[config.mk]
export PLATFORM = sky130hd
export DESIGN_NAME = uop_control_fsm_flat
export DESIGN_NICKNAME = d
export VERILOG_FILES = /design/src/rtl/uop_control_fsm_if.sv /design/src/rtl/uop_control_fsm.sv /design/src/flat_wrapper.sv
export SDC_FILE = /design/constraint.sdc
export NUM_CORES = 1
export LEC_CHECK = 0
export CAP_MARGIN = 20
export CORE_MARGIN = 2
export CORE_UTILIZATION = 50
export DETAILED_ROUTE_END_ITERATION = 8
export PLACE_DENSITY = 0.85
export SYNTH_ARGS = -nofsm -noshare
export SYNTH_HDL_FRONTEND = slang
export SYNTH_SLANG_ARGS = --single-unit
[constraint.sdc]
create_clock -name clk -period 3.8 [get_ports clk]
set_input_delay 0.76 -clock clk [delete_from_list [all_inputs] [get_ports clk]]
set_output_delay 0.76 -clock clk [all_outputs]
set_load 0.02 [all_outputs]
[src/rtl/uop_control_fsm_if.sv]
// Handshake and control bundle between the accumulator-machine sequencer
// and its datapath/memory environment.
interface uop_control_fsm_if #(
    parameter int unsigned CNTW = 16
);
    logic            start;
    logic [15:0]     ir;
    logic            acc_zero;
    logic            mem_ready;
    logic            addr_sel;
    logic            mem_rd;
    logic            mem_wr;
    logic            ir_load;
    logic            pc_inc;
    logic            pc_load;
    logic            acc_load;
    logic [2:0]      alu_op;
    logic            halted;
    logic [1:0]      err;
    logic [CNTW-1:0] retired;

    modport master (
        input  start, ir, acc_zero, mem_ready,
        output addr_sel, mem_rd, mem_wr, ir_load, pc_inc, pc_load,
               acc_load, alu_op, halted, err, retired
    );

    modport slave (
        output start, ir, acc_zero, mem_ready,
        input  addr_sel, mem_rd, mem_wr, ir_load, pc_inc, pc_load,
               acc_load, alu_op, halted, err, retired
    );
endinterface

[src/rtl/uop_control_fsm.sv]
// Multicycle fetch/decode/execute sequencer for the unioperand accumulator
// processor, with memory-wait timeout and a retired-instruction counter.
module uop_control_fsm #(
    parameter int unsigned WAIT_MAX = 15,
    parameter int unsigned CNTW     = 16
) (
    input  logic              clk,
    input  logic              rst,
    uop_control_fsm_if.master bus
);
    typedef enum logic [2:0] {
        S_IDLE,
        S_FETCH,
        S_DECODE,
        S_OPRD,
        S_STORE,
        S_HALT
    } state_t;

    localparam logic [7:0] WAIT_LAST = 8'(WAIT_MAX - 1);

    state_t          state_q, state_d;
    logic [7:0]      wait_q, wait_d;
    logic [CNTW-1:0] retired_q, retired_d;
    logic [1:0]      err_q, err_d;
    logic [3:0]      opcode;
    logic            timeout;

    assign opcode      = bus.ir[15:12];
    // Last tolerated stall cycle: a further miss now would reach WAIT_MAX.
    assign timeout     = !bus.mem_ready && (wait_q == WAIT_LAST);
    assign bus.retired = retired_q;
    assign bus.err     = err_q;

    always_ff @(posedge clk or negedge rst) begin
        if (!rst) begin
            state_q   <= S_IDLE;
            wait_q    <= '0;
            retired_q <= '0;
            err_q     <= '0;
        end else begin
            state_q   <= state_d;
            wait_q    <= wait_d;
            retired_q <= retired_d;
            err_q     <= err_d;
        end
    end

    always_comb begin
        state_d      = state_q;
        wait_d       = '0;
        retired_d    = retired_q;
        err_d        = err_q;
        bus.addr_sel = 1'b0;
        bus.mem_rd   = 1'b0;
        bus.mem_wr   = 1'b0;
        bus.ir_load  = 1'b0;
        bus.pc_inc   = 1'b0;
        bus.pc_load  = 1'b0;
        bus.acc_load = 1'b0;
        bus.alu_op   = 3'b000;
        bus.halted   = 1'b0;

        unique case (state_q)
            S_IDLE: begin
                if (bus.start) state_d = S_FETCH;
            end
            S_FETCH: begin
                bus.mem_rd = 1'b1;
                if (bus.mem_ready) begin
                    bus.ir_load = 1'b1;
                    bus.pc_inc  = 1'b1;
                    state_d     = S_DECODE;
                end else if (timeout) begin
                    err_d   = 2'b10;
                    state_d = S_HALT;
                end else begin
                    wait_d = wait_q + 8'd1;
                end
            end
            S_DECODE: begin
                unique case (opcode)
                    4'h1, 4'h3, 4'h4, 4'h5, 4'h6: state_d = S_OPRD;
                    4'h2: state_d = S_STORE;
                    4'h0: begin
                        retired_d = retired_q + CNTW'(1);
                        state_d   = S_FETCH;
                    end
                    4'h7, 4'h8: begin
                        bus.pc_load = (opcode == 4'h7) ? 1'b1 : bus.acc_zero;
                        retired_d   = retired_q + CNTW'(1);
                        state_d     = S_FETCH;
                    end
                    4'hF: begin
                        retired_d = retired_q + CNTW'(1);
                        state_d   = S_HALT;
                    end
                    default: begin
                        err_d   = 2'b01;
                        state_d = S_HALT;
                    end
                endcase
            end
            S_OPRD: begin
                bus.addr_sel = 1'b1;
                bus.mem_rd   = 1'b1;
                unique case (opcode)
                    4'h3:    bus.alu_op = 3'b001;
                    4'h4:    bus.alu_op = 3'b010;
                    4'h5:    bus.alu_op = 3'b011;
                    4'h6:    bus.alu_op = 3'b100;
                    default: bus.alu_op = 3'b000;
                endcase
                if (bus.mem_ready) begin
                    bus.acc_load = 1'b1;
                    retired_d    = retired_q + CNTW'(1);
                    state_d      = S_FETCH;
                end else if (timeout) begin
                    err_d   = 2'b10;
                    state_d = S_HALT;
                end else begin
                    wait_d = wait_q + 8'd1;
                end
            end
            S_STORE: begin
                bus.addr_sel = 1'b1;
                bus.mem_wr   = 1'b1;
                if (bus.mem_ready) begin
                    retired_d = retired_q + CNTW'(1);
                    state_d   = S_FETCH;
                end else if (timeout) begin
                    err_d   = 2'b10;
                    state_d = S_HALT;
                end else begin
                    wait_d = wait_q + 8'd1;
                end
            end
            S_HALT: begin
                bus.halted = 1'b1;
            end
            default: begin
                state_d = S_IDLE;
            end
        endcase
    end
endmodule
[src/flat_wrapper.sv]
// flat-port wrapper written by rule: the top's interface ports become plain ports
module uop_control_fsm_flat 
#(
    parameter int unsigned WAIT_MAX = 15,
    parameter int unsigned CNTW     = 16
)
  (clk, rst, bus_start, bus_ir, bus_acc_zero, bus_mem_ready, bus_addr_sel, bus_mem_rd, bus_mem_wr, bus_ir_load, bus_pc_inc, bus_pc_load, bus_acc_load, bus_alu_op, bus_halted, bus_err, bus_retired);
  uop_control_fsm_if #(.CNTW(CNTW)) bus_i ();
  input  logic clk;
  input  logic rst;
  input wire logic [$bits(bus_i.start)-1:0] bus_start;
  input wire logic [$bits(bus_i.ir)-1:0] bus_ir;
  input wire logic [$bits(bus_i.acc_zero)-1:0] bus_acc_zero;
  input wire logic [$bits(bus_i.mem_ready)-1:0] bus_mem_ready;
  output wire logic [$bits(bus_i.addr_sel)-1:0] bus_addr_sel;
  output wire logic [$bits(bus_i.mem_rd)-1:0] bus_mem_rd;
  output wire logic [$bits(bus_i.mem_wr)-1:0] bus_mem_wr;
  output wire logic [$bits(bus_i.ir_load)-1:0] bus_ir_load;
  output wire logic [$bits(bus_i.pc_inc)-1:0] bus_pc_inc;
  output wire logic [$bits(bus_i.pc_load)-1:0] bus_pc_load;
  output wire logic [$bits(bus_i.acc_load)-1:0] bus_acc_load;
  output wire logic [$bits(bus_i.alu_op)-1:0] bus_alu_op;
  output wire logic [$bits(bus_i.halted)-1:0] bus_halted;
  output wire logic [$bits(bus_i.err)-1:0] bus_err;
  output wire logic [$bits(bus_i.retired)-1:0] bus_retired;
  assign bus_i.start = bus_start;
  assign bus_i.ir = bus_ir;
  assign bus_i.acc_zero = bus_acc_zero;
  assign bus_i.mem_ready = bus_mem_ready;
  assign bus_addr_sel = bus_i.addr_sel;
  assign bus_mem_rd = bus_i.mem_rd;
  assign bus_mem_wr = bus_i.mem_wr;
  assign bus_ir_load = bus_i.ir_load;
  assign bus_pc_inc = bus_i.pc_inc;
  assign bus_pc_load = bus_i.pc_load;
  assign bus_acc_load = bus_i.acc_load;
  assign bus_alu_op = bus_i.alu_op;
  assign bus_halted = bus_i.halted;
  assign bus_err = bus_i.err;
  assign bus_retired = bus_i.retired;
  uop_control_fsm #(.WAIT_MAX(WAIT_MAX), .CNTW(CNTW)) u_core (.clk(clk), .rst(rst), .bus(bus_i));
endmodule
=== Word level (Yosys, flattened, before mapping) ===
Index checks and enable logic that the tools add are counted.

* Register bits after elaboration: 29
* Latch bits: 0
* RAM bits: 0
* ROM bits: 0
* Input bits: 21
* Output and inout port bits: 29
* Memories: 0

* $add $sub $neg: 2
* Multipliers: 0
* Div/mod/pow operators: 0
* Order comparisons: 0
* Eq/ne operators: 21
* Shifts and indexed selects: 0
* Mux-type cells: 28
* Bitwise gates (word level): 1
* Reduce and logical (&&, ||, !) cells: 17

{| class="wikitable"
|+ Operators with widths
! kind !! number
|-
| 16-bit two-way mux || 2
|-
| 16-bit one-hot mux with 2 select lines || 1
|-
| 8-bit two-way mux || 3
|-
| 16-bit by 1-bit adder with 16-bit output (second input constant) || 1
|-
| 4-bit by 3-bit == test with 1-bit output (second input constant) || 4
|-
| 3-bit two-way mux || 5
|-
| 3-bit one-hot mux with 5 select lines || 1
|-
| 3-bit one-hot mux with 4 select lines || 1
|-
| 1-bit two-way mux || 10
|-
| 10-bit OR reduction || 1
|-
| 3-bit one-hot mux with 3 select lines || 1
|-
| 8-bit by 1-bit adder with 8-bit output (second input constant) || 1
|-
| 4-bit by 2-bit == test with 1-bit output (second input constant) || 2
|-
| 4-bit == test (second input constant) || 2
|-
| 8-bit by 4-bit == test with 1-bit output (second input constant) || 1
|-
| 2-bit != test (second input constant) || 4
|-
| 3-bit by 2-bit == test with 1-bit output (second input constant) || 2
|-
| 3-bit == test (second input constant) || 2
|-
| 2-bit two-way mux || 3
|-
| 2-bit OR reduction || 3
|-
| 3-bit OR reduction || 2
|-
| 5-bit OR reduction || 1
|-
| 4-bit by 1-bit == test with 1-bit output (second input constant) || 1
|-
| 4-bit logical NOT || 1
|-
| 12 further kinds || 14
|}

=== Logic depth before layout (Yosys ltp) ===
Gate-level depths: netlist of the first run.

* Word-level depth: 5
* Gate-level depth with buffers: 6
* Mapped depth without buffers: 6

=== Worst setup path before layout of the first run ===
Ideal clock, no wire load.

* Path type: input port to output port
* Start point: input port bus_ir[13]
* End point: output port bus_alu_op[0]
* Arrival time: 1826 ps
* Slack: 1214 ps
* Stages on the path: 3
* Cell sequence: clkbuf_1 > xnor2_1 > nor4b_1

* Longest elaborated chain between the ends: 3
* Elaborated cells on any way between the ends: 6
* Classes of those cells: eq/ne: 4; mux: 2

{| class="wikitable"
|+ RTL lines
! item !! line !! text
|-
| start: declaration || flat_wrapper.sv:12 || <nowiki>input wire logic [$bits(bus_i.ir)-1:0] bus_ir;</nowiki>
|-
| 4-bit by 3-bit == test with 1-bit output or 4-bit by 2-bit == test with 1-bit output (tied branches) || uop_control_fsm.sv:107 || <nowiki>unique case (opcode)</nowiki>
|-
| 3-bit one-hot mux with 4 select lines * || uop_control_fsm.sv:107 ||
|-
| 3-bit two-way mux * || uop_control_fsm.sv:64 || <nowiki>unique case (state_q)</nowiki>
|-
| end: declaration || flat_wrapper.sv:22 || <nowiki>output wire logic [$bits(bus_i.alu_op)-1:0] bus_alu_op;</nowiki>
|}

Every way passes the cells marked *; elsewhere a longest branch is shown, timed or not.

=== Worst setup path after layout of the first run ===
* Start point: input port bus_ir[13]
* End point: output port bus_pc_load

* Longest elaborated chain between the ends: 4
* Elaborated cells on any way between the ends: 6
* Classes of those cells: eq/ne: 2; mux: 3; reduce/logical: 1

{| class="wikitable"
|+ RTL lines
! item !! line !! text
|-
| 4-bit by 3-bit == test with 1-bit output or 4-bit == test (tied branches) || uop_control_fsm.sv:82, uop_control_fsm.sv:90 ||
|-
| 1-bit two-way mux or 2-bit OR reduction (tied branches) || - ||
|-
| 1-bit two-way mux * || uop_control_fsm.sv:82 || <nowiki>unique case (opcode)</nowiki>
|-
| 1-bit two-way mux * || uop_control_fsm.sv:64 ||
|-
| end: declaration || flat_wrapper.sv:20 || <nowiki>output wire logic [$bits(bus_i.pc_load)-1:0] bus_pc_load;</nowiki>
|}

Marked as above.

==> results of run 1 <==
==> flip-flops by register name, indices dropped and copies added, names as in the netlist <==
register and count:
u_core.wait_q 8, u_core.bus.err 2, u_core.state_q 3, u_core.bus.retired 16
==> path summary, 6_finish.rpt <==
path | startpoint | to | slack [ps] | depth (start not counted)
max | bus_ir[13] | bus_pc_load | 510 | 5
min | u_core.bus.retired[15] | u_core.bus.retired[15] | 480 | 1
max reg2reg | u_core.state_q[1] | u_core.bus.retired[13] | 1910 | 4
min reg2reg | u_core.bus.retired[15] | u_core.bus.retired[15] | 480 | 1
max in group asynchronous | rst | u_core.bus.retired[15] | 2710 | 2
min in group asynchronous | rst | u_core.state_q[1] | 820 | 2
==> metrics by stage <==
step           setup slack (ps)  utilization  std cells  cell area, µm²
4_1_cts                     519        0.679        246            2090
6_report                    510        0.679        246            2090
5_1_grt                     458        0.679        246            2090
2_1_floorplan              1210            -        162            1640
3_3_place_gp                552        0.661        239            2040
3_5_place_dp                527        0.661        239            2040
==> layer usage <==
layer | wire (µm) | GRT usage
met3 | 187 | 0.0525
met4 | 54 | 0.134
met2 | 1770 | 0.363
met5 | 0 | 0
met1 | 1620 | 0.257
==> worst reg2reg max path, cell delays in order (launching register included) <==
cell,delay (ps)
dfrtp_1,500
nor3b_2,360
o21ai_2,290
a2111oi_2,460
xor2_1,190
==> where the power goes <==
| group | switching (W) | internal (W) | leakage, nW |
|---|---|---|---|
| clock network | 0.0000998 | 0.0000872 | 0.0314 |
| registers | 0.0000843 | 0.000361 | 0.383 |
| logic | 0.000217 | 0.000188 | 0.494 |
| total | 0.000401 | 0.000636 | 0.909 |
==> final cells by class <==
class / count / share of cell area
Clock buffer: 7 / 0.0263
Inverter: 4 / 0.00778
Sequential cell: 29 / 0.347
Timing Repair Buffer: 38 / 0.181
Multi-Input combinational cell: 124 / 0.412
Tap cell: 44 / 0.0263
==> cell families after synthesis <==
| logic type | after synthesis | synth area share |
|---|---|---|
| and+or+nand+nor | 66 | 0.226 |
| AOI/OAI and AO/OA | 31 | 0.146 |
| DFF | 29 | 0.443 |
| xor gates and xnor gates | 22 | 0.118 |
| buffers and inverters | 9 | 0.0306 |
| adders and majority gates | 3 | 0.0229 |
| muxes | 2 | 0.0138 |
==> placed cells by master (no fill, tap or decap), types with 2 or more instances in the layout <==
master / count
clkdlybuf4s50_1: 37
dfrtp_1: 29
xor2_1: 19
nor2_1: 15
nand2_1: 12
a21oi_1: 11
nand3_1: 8
nand4_1: 6
clkbuf_4: 5
o21ai_0: 4
a211oi_2: 4
inv_1: 3
nand2b_1: 3
and2_1: 3
and3_1: 3
xnor2_1: 3
ha_1: 3
nor2b_1: 2
nor4_1: 2
and4_1: 2
a2111oi_2: 2
a211oi_1: 2
mux2_2: 2
==> results.sh, run 1 <==
export IMPL_outcome="completed"
export IMPL_die_x_um=61.2
export IMPL_synth_seq_cells=29
export IMPL_ant_nets=0
export IMPL_fin_skew_ps=7.97
export IMPL_drtIter0Drc=52
export IMPL_cts_tree="built"
export IMPL_ir_drop_uv=306
export IMPL_die_h_um=61.2
export IMPL_grt_max_degree=30
export IMPL_area_growth_pct=27.8
export IMPL_synth_avg_cell_area_um2=10.1
export IMPL_post_cts_buffers=0
export IMPL_cts_sinks=29
export IMPL_arrival_ps=2530
export IMPL_core_um2=3080
export IMPL_hold_class="flip-flop to flip-flop"
export IMPL_wl_per_cell_um=14.7
export IMPL_worstSetupPathType="primary input to output port"
export IMPL_clock_path_buffers=2
export IMPL_place_port_buffers=37
export IMPL_drv_cap=0
export IMPL_synth_area_leaders="dfrtp_1 44%, xor2_1 10%, nor2_1 3.4%, a21oi_1 3.4%, a211oi_2 3.1%"
export IMPL_synth_top_cell_area_share=0.443
export IMPL_ys_types=43
export IMPL_fmax_mhz=304
export IMPL_grt_overflow_total=0
export IMPL_drc=0
export IMPL_synth_edff_count=0
export IMPL_rsz0062_at_grt="false"
export IMPL_n_antenna_cell=0
export IMPL_regArea_um2=726
export IMPL_path_max_fanout=8
export IMPL_worst_slew_pin_slew_ps=734
export IMPL_multi_input_area_um2=861
export IMPL_ys_dominant_reg_cell="dfrtp_1"
export IMPL_power_leakage_nw=0.909
export IMPL_hold_viol=0
export IMPL_drive_gt1_frac=0.109
export IMPL_final_nets=226
export IMPL_routed_wl_um=3630
export IMPL_whs_ps=479
export IMPL_cts_hold_fix_buffers=0
export IMPL_gp_congestion=0.896
export IMPL_numCtsBuffers=5
export IMPL_ys_seq_area_frac=0.443
export IMPL_slew_viol_final=0
export IMPL_track_usage=0.219
export IMPL_dieArea_um2=3750
export IMPL_cp_buffers_inverters=2
export IMPL_min_period_ps=3290
export IMPL_synth_most_common_cell="dfrtp_1"
export IMPL_setup_tns_final_ps=0
export IMPL_path_clk_slew_ps=80
export IMPL_fin_total_pwr_w=0.00104
export IMPL_cts_resized=0
export IMPL_setup_violations=0
export IMPL_netlist_area_um2=1640
export IMPL_period_share=0.866
export IMPL_fillers=268
export IMPL_yosys_area_top_type="dfrtp_1"
export IMPL_endpoint_kind="output port"
export IMPL_cp_top_family="buffers and inverters"
export IMPL_crit_top_cell="clkdlybuf4s50_1"
export IMPL_dr_pass1_iters=4
export IMPL_cp_cell_sequence="clkdlybuf4s50_1, nor3_2, nand3_1, a21oi_1, clkdlybuf4s50_1"
export IMPL_required_ps=3040
export IMPL_critPathLaunchType="primary input"
export IMPL_antenna_found_initial=0
export IMPL_route_vias_total=1386
export IMPL_synthArstFlopShare=1.00
export IMPL_cts_root_buffer="clkbuf_4"
export IMPL_start_util=0.532
export IMPL_dp_hpwl_um=2640
export IMPL_row_count=20
export IMPL_grt_pass1_wl_um=5980
export IMPL_cp_slowest_stage_delay_ps=620
export IMPL_crit_slowest_cell="clkdlybuf4s50_1"
export IMPL_power_density_nw_per_um2=496
export IMPL_syn_nets=186
export IMPL_htree_levels=2
export IMPL_slew_headroom=0.511
export IMPL_grt_pass1_vias=1380
export IMPL_synth_cells=162
export IMPL_ios=50
export IMPL_clock_latency_ps=320
export IMPL_via_per_inst=5.63
export IMPL_synth_commonest_cells="29 x dfrtp_1, 19 x xor2_1, 15 x nor2_1"
export IMPL_ys_warnings_count=0
Note: power is estimated with default switching activity, not from simulation.
==> inputs of run 2 (changes only) <==
Settings changed: PLACE_DENSITY 0.85 to 0.81.
==> run 2 against run 1 <==
Compared with the run above:
- clock power down 4%
- power up 0.16%
- largest power group unchanged
- combinational power up 1%
- utilization down 0.20 points
- register-to-register slack worse by 70 ps
- setup slack worse by 87 ps
- sequential power up 0.9%
- sequential share of layout area up 0.10 points
- critical path type unchanged
==> results.sh, run 2 (same netlist as run 1, synthesis figures left out) <==
export IMPL_ant_nets=0
export IMPL_cp_slowest_stage_delay_ps=620
export IMPL_seq_power_share=0.432
export IMPL_clock_latency_ps=340
export IMPL_gp_congestion=0.773
export IMPL_worstHoldStart="u_core.bus.retired[10]"
export IMPL_fillers=252
export IMPL_setup_violations=0
export IMPL_fin_cells=247
export IMPL_die_x_um=61.2
export IMPL_setup_tns_final_ps=0
export IMPL_routed_wl_um=3760
export IMPL_reg2reg_to="u_core.bus.retired[15]"
export IMPL_clock_path_buffers=2
export IMPL_reg2reg_depth=4
export IMPL_cts_tree="built"
export IMPL_drv_cap=0
export IMPL_cts_root_buffer="clkbuf_4"
export IMPL_numCtsBuffers=5
export IMPL_fin_skew_ps=13.4
export IMPL_crit_top_cell="clkdlybuf4s50_1"
export IMPL_reg2reg_slack_ps=1840
export IMPL_track_usage=0.224
export IMPL_drc=0
export IMPL_crit_slowest_cell="clkdlybuf4s50_1"
export IMPL_top_layer_used="met4"
export IMPL_grt_pass1_vias=1324
export IMPL_hold_class="flip-flop to flip-flop"
export IMPL_path_max_fanout=8
export IMPL_hold_viol=0
export IMPL_min_path_cells=1
export IMPL_post_cts_buffers=0
export IMPL_worstSetupPathType="primary input to output port"
export IMPL_ir_drop_uv=303
export IMPL_hold_path_end="u_core.bus.retired[10]"
export IMPL_outcome="completed"
export IMPL_cp_num_cells=5
export IMPL_power_frac_comb=0.394
export IMPL_cell_internal_pwr_w=0.000623
export IMPL_rsz0062_at_grt="false"
export IMPL_grt_overflow_total=0
export IMPL_grt_max_degree=30
export IMPL_die_h_um=61.2
export IMPL_dpl_cell_count=239
export IMPL_wl_met2_um=1890
export IMPL_clockPowerShare=0.173
export IMPL_ios=50
export IMPL_dp_hpwl_um=2710
export IMPL_required_ps=3040
export IMPL_endpoint_kind="output port"
export IMPL_worst_slew_pin_slew_ps=759
export IMPL_period_share=0.889
export IMPL_dieArea_um2=3750
export IMPL_power_leakage_nw=0.904
export IMPL_cp_cell_sequence="clkdlybuf4s50_1, nor3_2, nand3_1, a21oi_1, clkdlybuf4s50_1"
export IMPL_antenna_found_initial=0
export IMPL_arrival_ps=2620
export IMPL_final_cell_mix="37 x clkdlybuf4s50_1, 29 x dfrtp_1, 19 x xor2_1"
export IMPL_n_antenna_cell=0
export IMPL_final_nets=226
export IMPL_met1_length_um=1610
export IMPL_p_sw_frac=0.400
export IMPL_dr_pass1_iters=4
export IMPL_wl_met3_um=206
export IMPL_row_count=20
export IMPL_wl_per_cell_um=15.2
export IMPL_cts_sinks=29
export IMPL_min_period_ps=3380
export IMPL_power_switching_w=0.000416
export IMPL_area_growth_pct=27.4
export IMPL_cts_hold_fix_buffers=0
export IMPL_place_port_buffers=37
export IMPL_start_util=0.532
export IMPL_drive_gt1_frac=0.103
export IMPL_reg2reg_from="u_core.state_q[0]"
export IMPL_drtIter0Drc=69
export IMPL_grt_pass1_wl_um=6090
export IMPL_htree_levels=2
export IMPL_fmax_mhz=296
export IMPL_cts_resized=0
export IMPL_route_vias_total=1382
export IMPL_power_density_nw_per_um2=498
export IMPL_cp_buffers_inverters=2
export IMPL_via_per_inst=5.60
export IMPL_slew_viol_final=0
export IMPL_critPathLaunchType="primary input"
export IMPL_largest_register_ffs=16
export IMPL_cp_top_family="buffers and inverters"
export IMPL_layout_commonest_cell="clkdlybuf4s50_1"
export IMPL_core_um2=3080
export IMPL_path_clk_slew_ps=90
export IMPL_slew_headroom=0.494
run 2: cell types whose count changed in the layout (fill, tap and decap cells not counted), sizes merged:
cell and change:
clkbuf +1
run 2: cell type report:
type	count	area (µm²)	area share
well taps	44	55.1	0.0264
flip-flops and latches	29	726	0.348
clock buffers	8	48.8	0.0234
inverters	4	16.3	0.00780
repair buffers	38	378	0.181
multi-input cells	124	861	0.413
run 2: worst max path at each step:
stage                          to  slack [ps]        from
global route          bus_pc_load         330  bus_ir[13]
detailed placement    bus_pc_load         450  bus_ir[13]
global placement      bus_pc_load         520  bus_ir[13]
CTS                   bus_pc_load         440  bus_ir[13]
finish                bus_pc_load         420  bus_ir[13]
floorplan           bus_alu_op[0]        1210  bus_ir[13]
run 2: power by group through the flow:
stage | Clock, W | Combinational [W] | Sequential (W)
finish | 0.000180 | 0.000410 | 0.000449
global route | 0.000201 | 0.000444 | 0.000459
CTS | 0.000181 | 0.000412 | 0.000446
detailed placement | 0 | 0.000410 | 0.000452
global placement | 0 | 0.000396 | 0.000442
floorplan | 0 | 0.000222 | 0.000461
run 2: worst register-to-register path, delay by kind of cell, from the launching register on:
kind / cells / cell delay [ps]
and+or+nand+nor: 1 / 380
DFF: 1 / 520
xor gates and xnor gates: 1 / 190
AOI/OAI and AO/OA: 2 / 800
run 2: per-stage QoR:
step	power [W]	util	area (µm²)	hold slack (ps)	worst slack (ps)
floorplan	0.000683	-	1640	464	1210
global placement	0.000838	0.661	2040	460	520
finish	0.00104	0.677	2080	489	423
global route	0.00110	0.677	2080	518	326
CTS	0.00104	0.677	2080	492	439
detailed placement	0.000861	0.661	2040	480	452
run 2: routing by layer:
metal | GRT usage | vias up
met5 | 0 | -
met4 | 0.0776 | 0
met3 | 0.0546 | 6
met2 | 0.369 | 37
met1 | 0.288 | 679
li1 | - | 660
==> inputs of run 3 (changes only) <==
Settings changed: ABC_AREA set to 1, CORE_ASPECT_RATIO set to 0.7, CORE_UTILIZATION 50 to 52, SKIP_LAST_GASP set to 1.
==> run 3 against run 2 <==
Compared with the run above:
- fmax grew 5.0%
- register-to-register slack better by 400 ps
- area after synthesis grew 12%
- clock power grew 57%
- critical path type unchanged
- combinational power rose by 55%
- largest cell class unchanged
- worst hold slack got worse by 10 ps
- non-clock buffer count did not move
==> results.sh, run 3 <==
export IMPL_outcome="completed"
export IMPL_die_h_um=53.7
export IMPL_final_nets=333
export IMPL_syn_nets=291
export IMPL_numCtsBuffers=5
export IMPL_min_path_cells=2
export IMPL_synth_top_cell_area_share=0.396
export IMPL_placed_cell_area_um2=2250
export IMPL_synth_cells=267
export IMPL_hold_class="flip-flop to flip-flop"
export IMPL_power_frac_comb=0.469
export IMPL_cts_hold_fix_buffers=0
export IMPL_post_cts_buffers=0
export IMPL_via_per_inst=5.10
export IMPL_largest_register_ffs=16
export IMPL_final_cell_mix="93 x nand2_1, 37 x clkdlybuf4s50_1, 35 x nor2_1"
export IMPL_fin_skew_ps=2.36
export IMPL_worstSetupPathType="primary input to output port"
export IMPL_gp_congestion=0.888
export IMPL_clockPowerShare=0.209
export IMPL_cp_cell_sequence="clkdlybuf4s50_1, inv_1, nor4_1, nor2_1, nor2_1, clkdlybuf4s50_1"
export IMPL_synth_seq_cells=29
export IMPL_drive_gt1_frac=0.0581
export IMPL_fin_total_pwr_w=0.00136
export IMPL_yosys_area_top_type="dfrtp_1"
export IMPL_seq_power_share=0.322
export IMPL_cts_sinks=29
export IMPL_track_usage=0.244
export IMPL_htree_levels=2
export IMPL_dieArea_um2=4020
export IMPL_core_um2=3250
export IMPL_synth_most_common_cell="nand2_1"
export IMPL_setup_violations=0
export IMPL_cts_tree="built"
export IMPL_drv_cap=0
export IMPL_layout_commonest_cell="nand2_1"
export IMPL_ys_types=23
export IMPL_p_sw_frac=0.438
export IMPL_ys_dominant_reg_cell="dfrtp_1"
export IMPL_final_area_um2=2350
export IMPL_grt_pass1_wl_um=7290
export IMPL_slew_viol_final=0
export IMPL_synthArstFlopShare=1.00
export IMPL_cts_root_buffer="clkbuf_8"
export IMPL_critPathLaunchType="primary input"
export IMPL_start_util=0.563
export IMPL_setup_tns_final_ps=0
export IMPL_reg2reg_to="u_core.bus.retired[12]"
export IMPL_cp_slowest_stage_delay_ps=610
export IMPL_wl_per_cell_um=12.5
export IMPL_clock_path_buffers=2
export IMPL_n_antenna_cell=0
export IMPL_reg2reg_slack_ps=2240
export IMPL_ant_nets=0
export IMPL_min_period_ps=3220
export IMPL_netlist_area_um2=1830
export IMPL_reg2reg_from="u_core.bus.retired[0]"
export IMPL_synth_commonest_cells="93 x nand2_1, 35 x nor2_1, 31 x inv_1"
export IMPL_grt_max_degree=30
export IMPL_grt_pass1_vias=1632
export IMPL_fmax_mhz=311
export IMPL_dr_pass1_iters=4
export IMPL_slew_headroom=0.748
export IMPL_period_share=0.847
export IMPL_worst_slew_pin_slew_ps=378
export IMPL_row_count=17
export IMPL_synth_area_leaders="dfrtp_1 40%, nand2_1 19%, nor2_1 7.2%, inv_1 6.3%, nand3_1 5.2%"
export IMPL_synth_edff_count=0
export IMPL_place_port_buffers=37
export IMPL_clock_latency_ps=280
export IMPL_routed_wl_um=4450
export IMPL_arrival_ps=2460
export IMPL_crit_slowest_cell="clkdlybuf4s50_1"
export IMPL_power_leakage_nw=1.08
export IMPL_drtIter0Drc=121
export IMPL_power_density_nw_per_um2=578
export IMPL_die_x_um=75.0
export IMPL_rsz0062_at_grt="false"
export IMPL_ios=50
export IMPL_cell_internal_pwr_w=0.000762
export IMPL_power_switching_w=0.000594
export IMPL_path_max_fanout=5
export IMPL_synth_avg_cell_area_um2=6.87
export IMPL_hold_path_end="u_core.bus.err[0]"
export IMPL_cts_resized=0
export IMPL_antenna_found_initial=0
export IMPL_dp_hpwl_um=3250
export IMPL_ys_seq_area_frac=0.396
export IMPL_endpoint_kind="output port"
export IMPL_required_ps=3040
export IMPL_hold_viol=0
export IMPL_path_clk_slew_ps=60
export IMPL_route_vias_total=1821
export IMPL_drc=0
export IMPL_reg2reg_depth=8
export IMPL_worstHoldStart="u_core.bus.err[0]"
export IMPL_ir_drop_uv=485
export IMPL_area_growth_pct=28.1
export IMPL_utilization=0.721
export IMPL_ys_warnings_count=0
export IMPL_grt_overflow_total=0
==> run 3: per-stage QoR <==
stage / hold WS, ps / cells / setup slack (ps)
finish: 479 / 357 / 583
global route: 512 / 357 / 438
CTS: 479 / 357 / 576
detailed placement: 462 / 349 / 575
global placement: 460 / 349 / 618
floorplan: 455 / 267 / 1180
==> run 3: final cells by class <==
| cell class | instances | area (µm²) |
|---|---|---|
| Inverter | 32 | 120 |
| Timing Repair Buffer | 38 | 378 |
| Multi-Input combinational cell | 203 | 963 |
| Clock buffer | 7 | 96.3 |
| Fill cell | 284 | 907 |
| Tap cell | 47 | 58.8 |
| Clock inverter | 1 | 5.00 |
| Sequential cell | 29 | 726 |
==> run 3: how the worst max path moves through the flow <==
stage          startpoint            end  slack (ps)  cells after the start
2_1_floorplan  bus_ir[15]  bus_alu_op[0]        1180                      5
3_3_place_gp   bus_ir[15]  bus_alu_op[0]         620                      7
3_5_place_dp   bus_ir[13]  bus_alu_op[0]         570                      6
4_1_cts        bus_ir[13]  bus_alu_op[0]         580                      6
5_1_grt        bus_ir[13]  bus_alu_op[0]         440                      6
6_report       bus_ir[13]  bus_alu_op[0]         580                      6
==> run 3: kinds of logic after synthesis <==
kind of cell             after synthesis  share of synthesized area
AND/OR/NAND/NOR                      172                      0.407
AO/OA/AOI/OAI                         18                     0.0505
flip-flops                            29                      0.396
adder cells (fa/ha/maj)                3                     0.0205
buffers and inverters                 35                     0.0785
XOR/XNOR                              10                     0.0478
==> run 3: critical path, delay by kind of cell <==
kind,cells,cell delay [ps]
buffers and inverters,3,1260
AND/OR/NAND/NOR,3,440
==> run 3: power by group through the flow <==
stage / logic (W) / clock network [W] / registers (W)
after global routing: 0.000699 / 0.000304 / 0.000445
after floorplan: 0.000416 / 0 / 0.000457
after detailed placement: 0.000635 / 0 / 0.000439
final: 0.000636 / 0.000283 / 0.000437
after CTS: 0.000638 / 0.000286 / 0.000435
after global placement: 0.000621 / 0 / 0.000438
==> run 3: layer usage <==
metal | up-vias | GRT usage | share of wire
li1 | 928 | - | -
met1 | 829 | 0.338 | 0.50
met2 | 55 | 0.368 | 0.42
met3 | 9 | 0.0637 | 0.062
met4 | 0 | 0.0923 | 0.016
met5 | - | 0 | 0
